<file path="config.mk">
export PLATFORM = sky130hd
export DESIGN_NAME = control_unit
export DESIGN_NICKNAME = d
export VERILOG_FILES = /design/src/rtl/cu_pkg.sv /design/src/rtl/cu_decoder.sv /design/src/rtl/control_unit.sv
export SDC_FILE = /design/constraint.sdc
export NUM_CORES = 1
export LEC_CHECK = 0
export ABC_AREA = 1
export ABC_CLOCK_PERIOD_IN_PS = 2050
export CAP_MARGIN = 20
export CELL_PAD_IN_SITES_DETAIL_PLACEMENT = 0
export CELL_PAD_IN_SITES_GLOBAL_PLACEMENT = 1
export CORE_MARGIN = 2
export CORE_UTILIZATION = 23
export DETAILED_ROUTE_END_ITERATION = 16
export GPL_TIMING_DRIVEN = 0
export PLACE_DENSITY_LB_ADDON = 0.1
export SLEW_MARGIN = 20
export SYNTH_ARGS = -nofsm -noshare
export SYNTH_HDL_FRONTEND = slang
export SYNTH_HIERARCHICAL = 1
export SYNTH_SLANG_ARGS = --single-unit
</file>
<file path="constraint.sdc">
create_clock -name Clock -period 2.05 [get_ports Clock]
set_input_delay 0.41 -clock Clock [delete_from_list [all_inputs] [get_ports Clock]]
set_output_delay 0.41 -clock Clock [all_outputs]
set_load 0.03 [all_outputs]
</file>
<file path="src/rtl/cu_pkg.sv">
// Shared definitions for the control unit: opcodes, select encodings, FSM states
// and the control bundle with its IDLE value.
package cu_pkg;

    localparam logic [1:0] FunDec   = 2'b00;
    localparam logic [1:0] FunInc   = 2'b01;
    localparam logic [1:0] FunLoad  = 2'b10;
    localparam logic [1:0] FunClear = 2'b11;

    localparam logic [1:0] ArfPc = 2'b00;
    localparam logic [1:0] ArfAr = 2'b01;
    localparam logic [1:0] ArfSp = 2'b10;

    localparam logic [3:0] ArfRSelPc = 4'b0001;
    localparam logic [3:0] ArfRSelAr = 4'b0010;
    localparam logic [3:0] ArfRSelSp = 4'b0100;

    localparam logic [3:0] OpNop   = 4'h0;
    localparam logic [3:0] OpLdi   = 4'h1;
    localparam logic [3:0] OpLd    = 4'h2;
    localparam logic [3:0] OpSt    = 4'h3;
    localparam logic [3:0] OpAlu   = 4'h4;
    localparam logic [3:0] OpLdar  = 4'h5;
    localparam logic [3:0] OpIncar = 4'h6;
    localparam logic [3:0] OpBra   = 4'h7;
    localparam logic [3:0] OpBeq   = 4'h8;
    localparam logic [3:0] OpPush  = 4'h9;
    localparam logic [3:0] OpPop   = 4'hA;
    localparam logic [3:0] OpHlt   = 4'hB;

    typedef enum logic [2:0] {
        StInit,
        StFetchL,
        StFetchH,
        StExec1,
        StExec2,
        StHalt
    } state_t;

    typedef struct packed {
        logic [1:0] mux_a_sel;
        logic [1:0] mux_b_sel;
        logic       mux_c_sel;
        logic [2:0] rf_out_a_sel;
        logic [2:0] rf_out_b_sel;
        logic [1:0] rf_fun_sel;
        logic [3:0] rf_r_sel;
        logic [3:0] rf_t_sel;
        logic [3:0] alu_fun_sel;
        logic [1:0] arf_out_a_sel;
        logic [1:0] arf_out_b_sel;
        logic [1:0] arf_fun_sel;
        logic [3:0] arf_r_sel;
        logic [1:0] ir_funsel;
        logic       ir_enable;
        logic       ir_lh;
        logic       mem_wr;
        logic       mem_cs;
        logic       halted;
        logic       illegal;
    } ctrl_t;

    // Memory chip select is active-low, so the quiet bundle keeps it high.
    localparam ctrl_t CtrlIdle = '{mem_cs: 1'b1, default: '0};

    function automatic logic [3:0] reg_onehot(input logic [1:0] idx);
        return 4'b0001 << idx;
    endfunction

endpackage

</file>
<file path="src/rtl/cu_decoder.sv">
// Combinational decode of FSM state, instruction and zero flag into the full
// datapath control bundle.
module cu_decoder
    import cu_pkg::*;
(
    input  state_t      state,
    input  logic [15:0] ir,
    input  logic        zflag,
    output ctrl_t       ctrl
);

    logic [3:0] op;
    logic [1:0] d;
    logic [1:0] s1;
    logic [1:0] s2;
    logic [3:0] fn;

    assign op = ir[15:12];
    assign d  = ir[11:10];
    assign s1 = ir[9:8];
    assign s2 = ir[7:6];
    assign fn = ir[3:0];

    always_comb begin
        ctrl = CtrlIdle;
        unique case (state)
            StInit: begin
                ctrl.arf_fun_sel = FunClear;
                ctrl.arf_r_sel   = 4'b0111;
                ctrl.rf_fun_sel  = FunClear;
                ctrl.rf_r_sel    = 4'b1111;
                ctrl.rf_t_sel    = 4'b1111;
            end
            StFetchL, StFetchH: begin
                ctrl.arf_out_b_sel = ArfPc;
                ctrl.mem_cs        = 1'b0;
                ctrl.ir_enable     = 1'b1;
                ctrl.ir_funsel     = FunLoad;
                ctrl.ir_lh         = (state == StFetchH);
                ctrl.arf_fun_sel   = FunInc;
                ctrl.arf_r_sel     = ArfRSelPc;
            end
            StExec1: begin
                case (op)
                    OpLdi: begin
                        ctrl.mux_a_sel  = 2'b10;
                        ctrl.rf_fun_sel = FunLoad;
                        ctrl.rf_r_sel   = reg_onehot(d);
                    end
                    OpLd, OpPop: begin
                        ctrl.arf_out_b_sel = (op == OpLd) ? ArfAr : ArfSp;
                        ctrl.mem_cs        = 1'b0;
                        ctrl.mux_a_sel     = 2'b01;
                        ctrl.rf_fun_sel    = FunLoad;
                        ctrl.rf_r_sel      = reg_onehot(d);
                    end
                    OpSt: begin
                        ctrl.rf_out_b_sel  = {1'b0, d};
                        ctrl.alu_fun_sel   = 4'b0001;
                        ctrl.arf_out_b_sel = ArfAr;
                        ctrl.mem_cs        = 1'b0;
                        ctrl.mem_wr        = 1'b1;
                    end
                    OpAlu: begin
                        ctrl.rf_out_a_sel = {1'b0, s1};
                        ctrl.rf_out_b_sel = {1'b0, s2};
                        ctrl.alu_fun_sel  = fn;
                        ctrl.rf_fun_sel   = FunLoad;
                        ctrl.rf_r_sel     = reg_onehot(d);
                    end
                    OpLdar: begin
                        ctrl.mux_b_sel   = 2'b10;
                        ctrl.arf_fun_sel = FunLoad;
                        ctrl.arf_r_sel   = ArfRSelAr;
                    end
                    OpIncar: begin
                        ctrl.arf_fun_sel = FunInc;
                        ctrl.arf_r_sel   = ArfRSelAr;
                    end
                    OpBra, OpBeq: begin
                        if (op == OpBra || zflag) begin
                            ctrl.mux_b_sel   = 2'b10;
                            ctrl.arf_fun_sel = FunLoad;
                            ctrl.arf_r_sel   = ArfRSelPc;
                        end
                    end
                    OpPush: begin
                        ctrl.arf_fun_sel = FunDec;
                        ctrl.arf_r_sel   = ArfRSelSp;
                    end
                    OpNop, OpHlt: ;
                    default: ctrl.illegal = 1'b1;
                endcase
            end
            StExec2: begin
                if (op == OpPush) begin
                    ctrl.rf_out_b_sel  = {1'b0, d};
                    ctrl.alu_fun_sel   = 4'b0001;
                    ctrl.arf_out_b_sel = ArfSp;
                    ctrl.mem_cs        = 1'b0;
                    ctrl.mem_wr        = 1'b1;
                end else begin
                    ctrl.arf_fun_sel = FunInc;
                    ctrl.arf_r_sel   = ArfRSelSp;
                end
            end
            StHalt: ctrl.halted = 1'b1;
            default: ;
        endcase
    end

endmodule

</file>
<file path="src/rtl/control_unit.sv">
// Hardwired multi-cycle sequencer for ALU_System: two-byte fetch, decode and
// 1-2 cycle execute, with a zero flag captured from ALU instructions.
module control_unit
    import cu_pkg::*;
#(
    parameter bit HALT_ON_ILLEGAL = 1'b0
) (
    input  logic        Clock,
    input  logic        Reset,
    input  logic [15:0] IR_Out,
    input  logic [3:0]  ALU_ZCNO,
    output logic [1:0]  MuxASel,
    output logic [1:0]  MuxBSel,
    output logic        MuxCSel,
    output logic [2:0]  RF_OutASel,
    output logic [2:0]  RF_OutBSel,
    output logic [1:0]  RF_FunSel,
    output logic [3:0]  RF_RSel,
    output logic [3:0]  RF_TSel,
    output logic [3:0]  ALU_FunSel,
    output logic [1:0]  ARF_OutASel,
    output logic [1:0]  ARF_OutBSel,
    output logic [1:0]  ARF_FunSel,
    output logic [3:0]  ARF_RSel,
    output logic [1:0]  IR_Funsel,
    output logic        IR_Enable,
    output logic        IR_LH,
    output logic        Mem_WR,
    output logic        Mem_CS,
    output logic        Halted,
    output logic        Illegal
);

    state_t     state_q, state_d;
    logic       zflag_q, zflag_d;
    logic [3:0] op;
    ctrl_t      dec_ctrl;
    ctrl_t      ctrl;

    assign op = IR_Out[15:12];

    cu_decoder u_decoder (
        .state (state_q),
        .ir    (IR_Out),
        .zflag (zflag_q),
        .ctrl  (dec_ctrl)
    );

    always_comb begin
        state_d = state_q;
        zflag_d = zflag_q;
        unique case (state_q)
            StInit:   state_d = StFetchL;
            StFetchL: state_d = StFetchH;
            StFetchH: state_d = StExec1;
            StExec1: begin
                state_d = StFetchL;
                if (op == OpAlu) zflag_d = ALU_ZCNO[3];
                if (op == OpPush || op == OpPop) state_d = StExec2;
                else if (op == OpHlt) state_d = StHalt;
                else if (op > OpHlt && HALT_ON_ILLEGAL) state_d = StHalt;
            end
            StExec2:  state_d = StFetchL;
            StHalt:   state_d = StHalt;
            default:  state_d = StInit;
        endcase
    end

    always_ff @(posedge Clock) begin
        if (!Reset) begin
            state_q <= StInit;
            zflag_q <= 1'b0;
        end else begin
            state_q <= state_d;
            zflag_q <= zflag_d;
        end
    end

    // Reset held low masks everything, so nothing is written while it is asserted.
    assign ctrl = Reset ? dec_ctrl : CtrlIdle;

    assign MuxASel     = ctrl.mux_a_sel;
    assign MuxBSel     = ctrl.mux_b_sel;
    assign MuxCSel     = ctrl.mux_c_sel;
    assign RF_OutASel  = ctrl.rf_out_a_sel;
    assign RF_OutBSel  = ctrl.rf_out_b_sel;
    assign RF_FunSel   = ctrl.rf_fun_sel;
    assign RF_RSel     = ctrl.rf_r_sel;
    assign RF_TSel     = ctrl.rf_t_sel;
    assign ALU_FunSel  = ctrl.alu_fun_sel;
    assign ARF_OutASel = ctrl.arf_out_a_sel;
    assign ARF_OutBSel = ctrl.arf_out_b_sel;
    assign ARF_FunSel  = ctrl.arf_fun_sel;
    assign ARF_RSel    = ctrl.arf_r_sel;
    assign IR_Funsel   = ctrl.ir_funsel;
    assign IR_Enable   = ctrl.ir_enable;
    assign IR_LH       = ctrl.ir_lh;
    assign Mem_WR      = ctrl.mem_wr;
    assign Mem_CS      = ctrl.mem_cs;
    assign Halted      = ctrl.halted;
    assign Illegal     = ctrl.illegal;

endmodule

</file>
==> impl_metrics.ini <==
[power]
power_leakage_nw = 1.251
p_sw_mw = 0.2671
p_seq_frac = 0.148
powerDensity_nw_per_um2 = 348.3
p_clk_frac = 0.268
combinationalPowerShare = 0.584
peakVddDrop_v = 0.0003127
internal-power_mw = 0.3404
p_sw_frac = 0.4396

[routing]
drt-total-wl_mm = 3.169
dr.pass1.iters = 4
drt_iter0_markers = 38
viasPerCell = 3.816
drc_errors = 0
wl_per_cell_um = 8.852
via_count = 1366
ant_nets = 0

[sta]
fin_worst_skew_ns = 0.002974
slew_violations = 0
layout_min_cycle_time_ns = 1.989
finalSetupViolations = 0
hold_slack_ns = 0.4928
finalCritPeriodShare = 0.9704
hold_violations = 0
clock.fmax_ghz = 0.5027
rsz0062_at_grt = true

[grt]
grt_max_degree = 13
grt-ovfl-total = 0
antenna_found_initial = 0
grt_use_met1 = 0.1660
grt_busiest_layer = met2
use_met2 = 0.1776
grt_pass1_vias = 1140
grt_use_met3 = 0.02195
grt_usage = 0.1145
grt_pass1_wl_mm = 5.078

[clocking]
cts_num_sinks = 4
cts_buffers = 3
htreeDepth = 1
cts_root_buf = clkbuf_8
cts_tree = built
clk_pin_slew_ns = 0.03
clk-insertion-delay-late_ns = 0.21
clk_path_buf_depth = 2

[setup_path]
cp.arrival_ns = 1.58
critPathLaunchType = flop
worstSetupEndpointType = primary output
crit_fanout = 7
cp_slowest_cell = dfxtp_4
path_delay_family = simple AND/OR/NAND/NOR gates
cp_cell_sequence = nand2_2, nor2_4, inv_2, o21ai_4, nand2_1, nand2_1, nand2_1, inv_1, clkbuf_4
cp_num_buf_inv = 3
critical_path_class = flop to primary output
required_ns = 1.64
critPathMaxStageDelay_ns = 0.38
critical_path.most_common_cell = nand2_1

[status]
status = complete, no violations

[flow_run]
max-cap-violations = 0

[floorplan]
die_area_um2 = 5414
rows = 25
die_w_um = 73.58
die_y_um = 73.58
io_pins = 65
fp.coreArea_um2 = 4692
start_util = 0.2373

[synth]
synth_top_area_share = 0.2798
yosys_warnings = 6
syn-cell-area_um2 = 1114
synth_top_cell_by_area = nand2_1
netlist_top_cells_area = nand2_1 (28%), inv_1 (22%), buf_4 (11%)
synth_cell_types = 23
synth_cells = 237
ys_ff_latch = 4
seq_area_frac_synth = 0.07191
syn_area_per_cell_um2 = 4.699

[final_layout]
fin_area_um2 = 1744
final_net_count = 328
area_growth_pct = 56.63
antennaDiodeCount = 0
final_cell_count_no_fill = 358
drive_gt1_frac = 0.2862

[placement]
dp_hpwl_mm = 2.513
place_area_um2 = 1708
place_inst = 348
globalplace.congestion = 0.8695
portBuffers = 50

[worst_hold_path]
hold_path_class = primary input to flop
[cells in the mapped netlist, drive strengths merged]
cell type,number
a21oi,6
a31oi,1
buf,17
clkinv,1
conb,1
dfxtp,4
inv,69
nand2,85
nand2b,1
nand3,11
nand4,1
nor2,30
nor3,2
nor4,1
o21ai,6
or2,1
[area by class of cell]
| type | instances | area, µm² |
|---|---|---|
| timing repair buffer | 57 | 432.9 |
| multi-input combinational | 153 | 718.2 |
| fill | 574 | 2948 |
| buffer | 17 | 127.6 |
| tap | 54 | 67.56 |
| sequential | 4 | 91.34 |
| clock buffer | 3 | 41.29 |
| inverter | 70 | 265.3 |
[path summary, 6_finish.rpt]
check                           startpoint       endpoint  slack [ns]  depth (start not counted)
worst max-delay path            state_q[1]  RF_OutBSel[0]        0.06                          9
worst min-delay path                 Reset        zflag_q        0.49                          3
worst max register to register  state_q[2]        zflag_q        1.11                          5
worst min register to register  state_q[2]     state_q[1]        0.50                          1
[worst reg2reg max path, stage by stage, from the launching register on]
cell     delay, ns
dfxtp_4       0.37
buf_4         0.16
nor2_4        0.13
nand3_1       0.08
nand2_1       0.06
nor2_1        0.03
[power groups by stage]
stage                     clock (mW)  sequential [mW]  combinational (mW)
after floorplan                    0           0.0901               0.238
after global placement             0           0.0924               0.367
after detailed placement           0           0.0922               0.366
after CTS                      0.167           0.0912               0.351
after global routing           0.176           0.0913               0.391
final                          0.163           0.0901               0.354
[routing by layer]
| layer | vias to the layer above | share of wire |
|---|---|---|
| met3 | 0 | 0.046 |
| li1 | 787 | - |
| met4 | 0 | 0 |
| met2 | 34 | 0.42 |
| met1 | 545 | 0.54 |
| met5 | - | 0 |
[per-stage QoR]
step / total power, mW / setup TNS [ns] / setup WS (ns) / util
CTS: 0.6085 / -0.004666 / -0.004666 / 0.3717
global placement: 0.4591 / -21.44 / -0.9515 / 0.3640
detailed placement: 0.4583 / -21.14 / -0.9341 / 0.3640
global route: 0.6576 / -0.5242 / -0.1028 / 0.3717
floorplan: 0.3276 / 0 / 0.2640 / -
finish: 0.6075 / 0 / 0.06072 / 0.3717
[registers in the layout, summed over array words and instances (netlist names)]
signal	cells
state_q	3
zflag_q	1
[cell usage in the layout, fill, tap and decap left out, drive strengths merged, types with 4 or more instances in the layout]
master / synthesis / layout
a21oi: 6 / 6
buf: 17 / 35
clkbuf: 0 / 21
clkdlybuf4s15: 0 / 4
clkdlybuf4s50: 0 / 11
conb: 1 / 8
dfxtp: 4 / 4
dlygate4sd2: 0 / 4
inv: 69 / 70
nand2: 85 / 85
nand3: 11 / 11
nor2: 30 / 30
o21ai: 6 / 6
[timing repair]
action | CTS | global route
setup buffers | 1 | 6
hold buffers | 0 | 0
setup endpoints to repair | 35 | 29
pin swaps | 0 | 2
gates resized for setup | 129 | 51
[cells by family (layout without fill, tap and decap cells)]
group / Yosys count / after routing / synth area share
flip-flops: 4 / 4 / 0.07191
other: 1 / 8 / 0.003368
buffers and inverters: 87 / 147 / 0.3506
AO/OA/AOI/OAI: 13 / 13 / 0.06629
AND/OR/NAND/NOR: 132 / 132 / 0.5079
(Power assumes the default switching activity.)
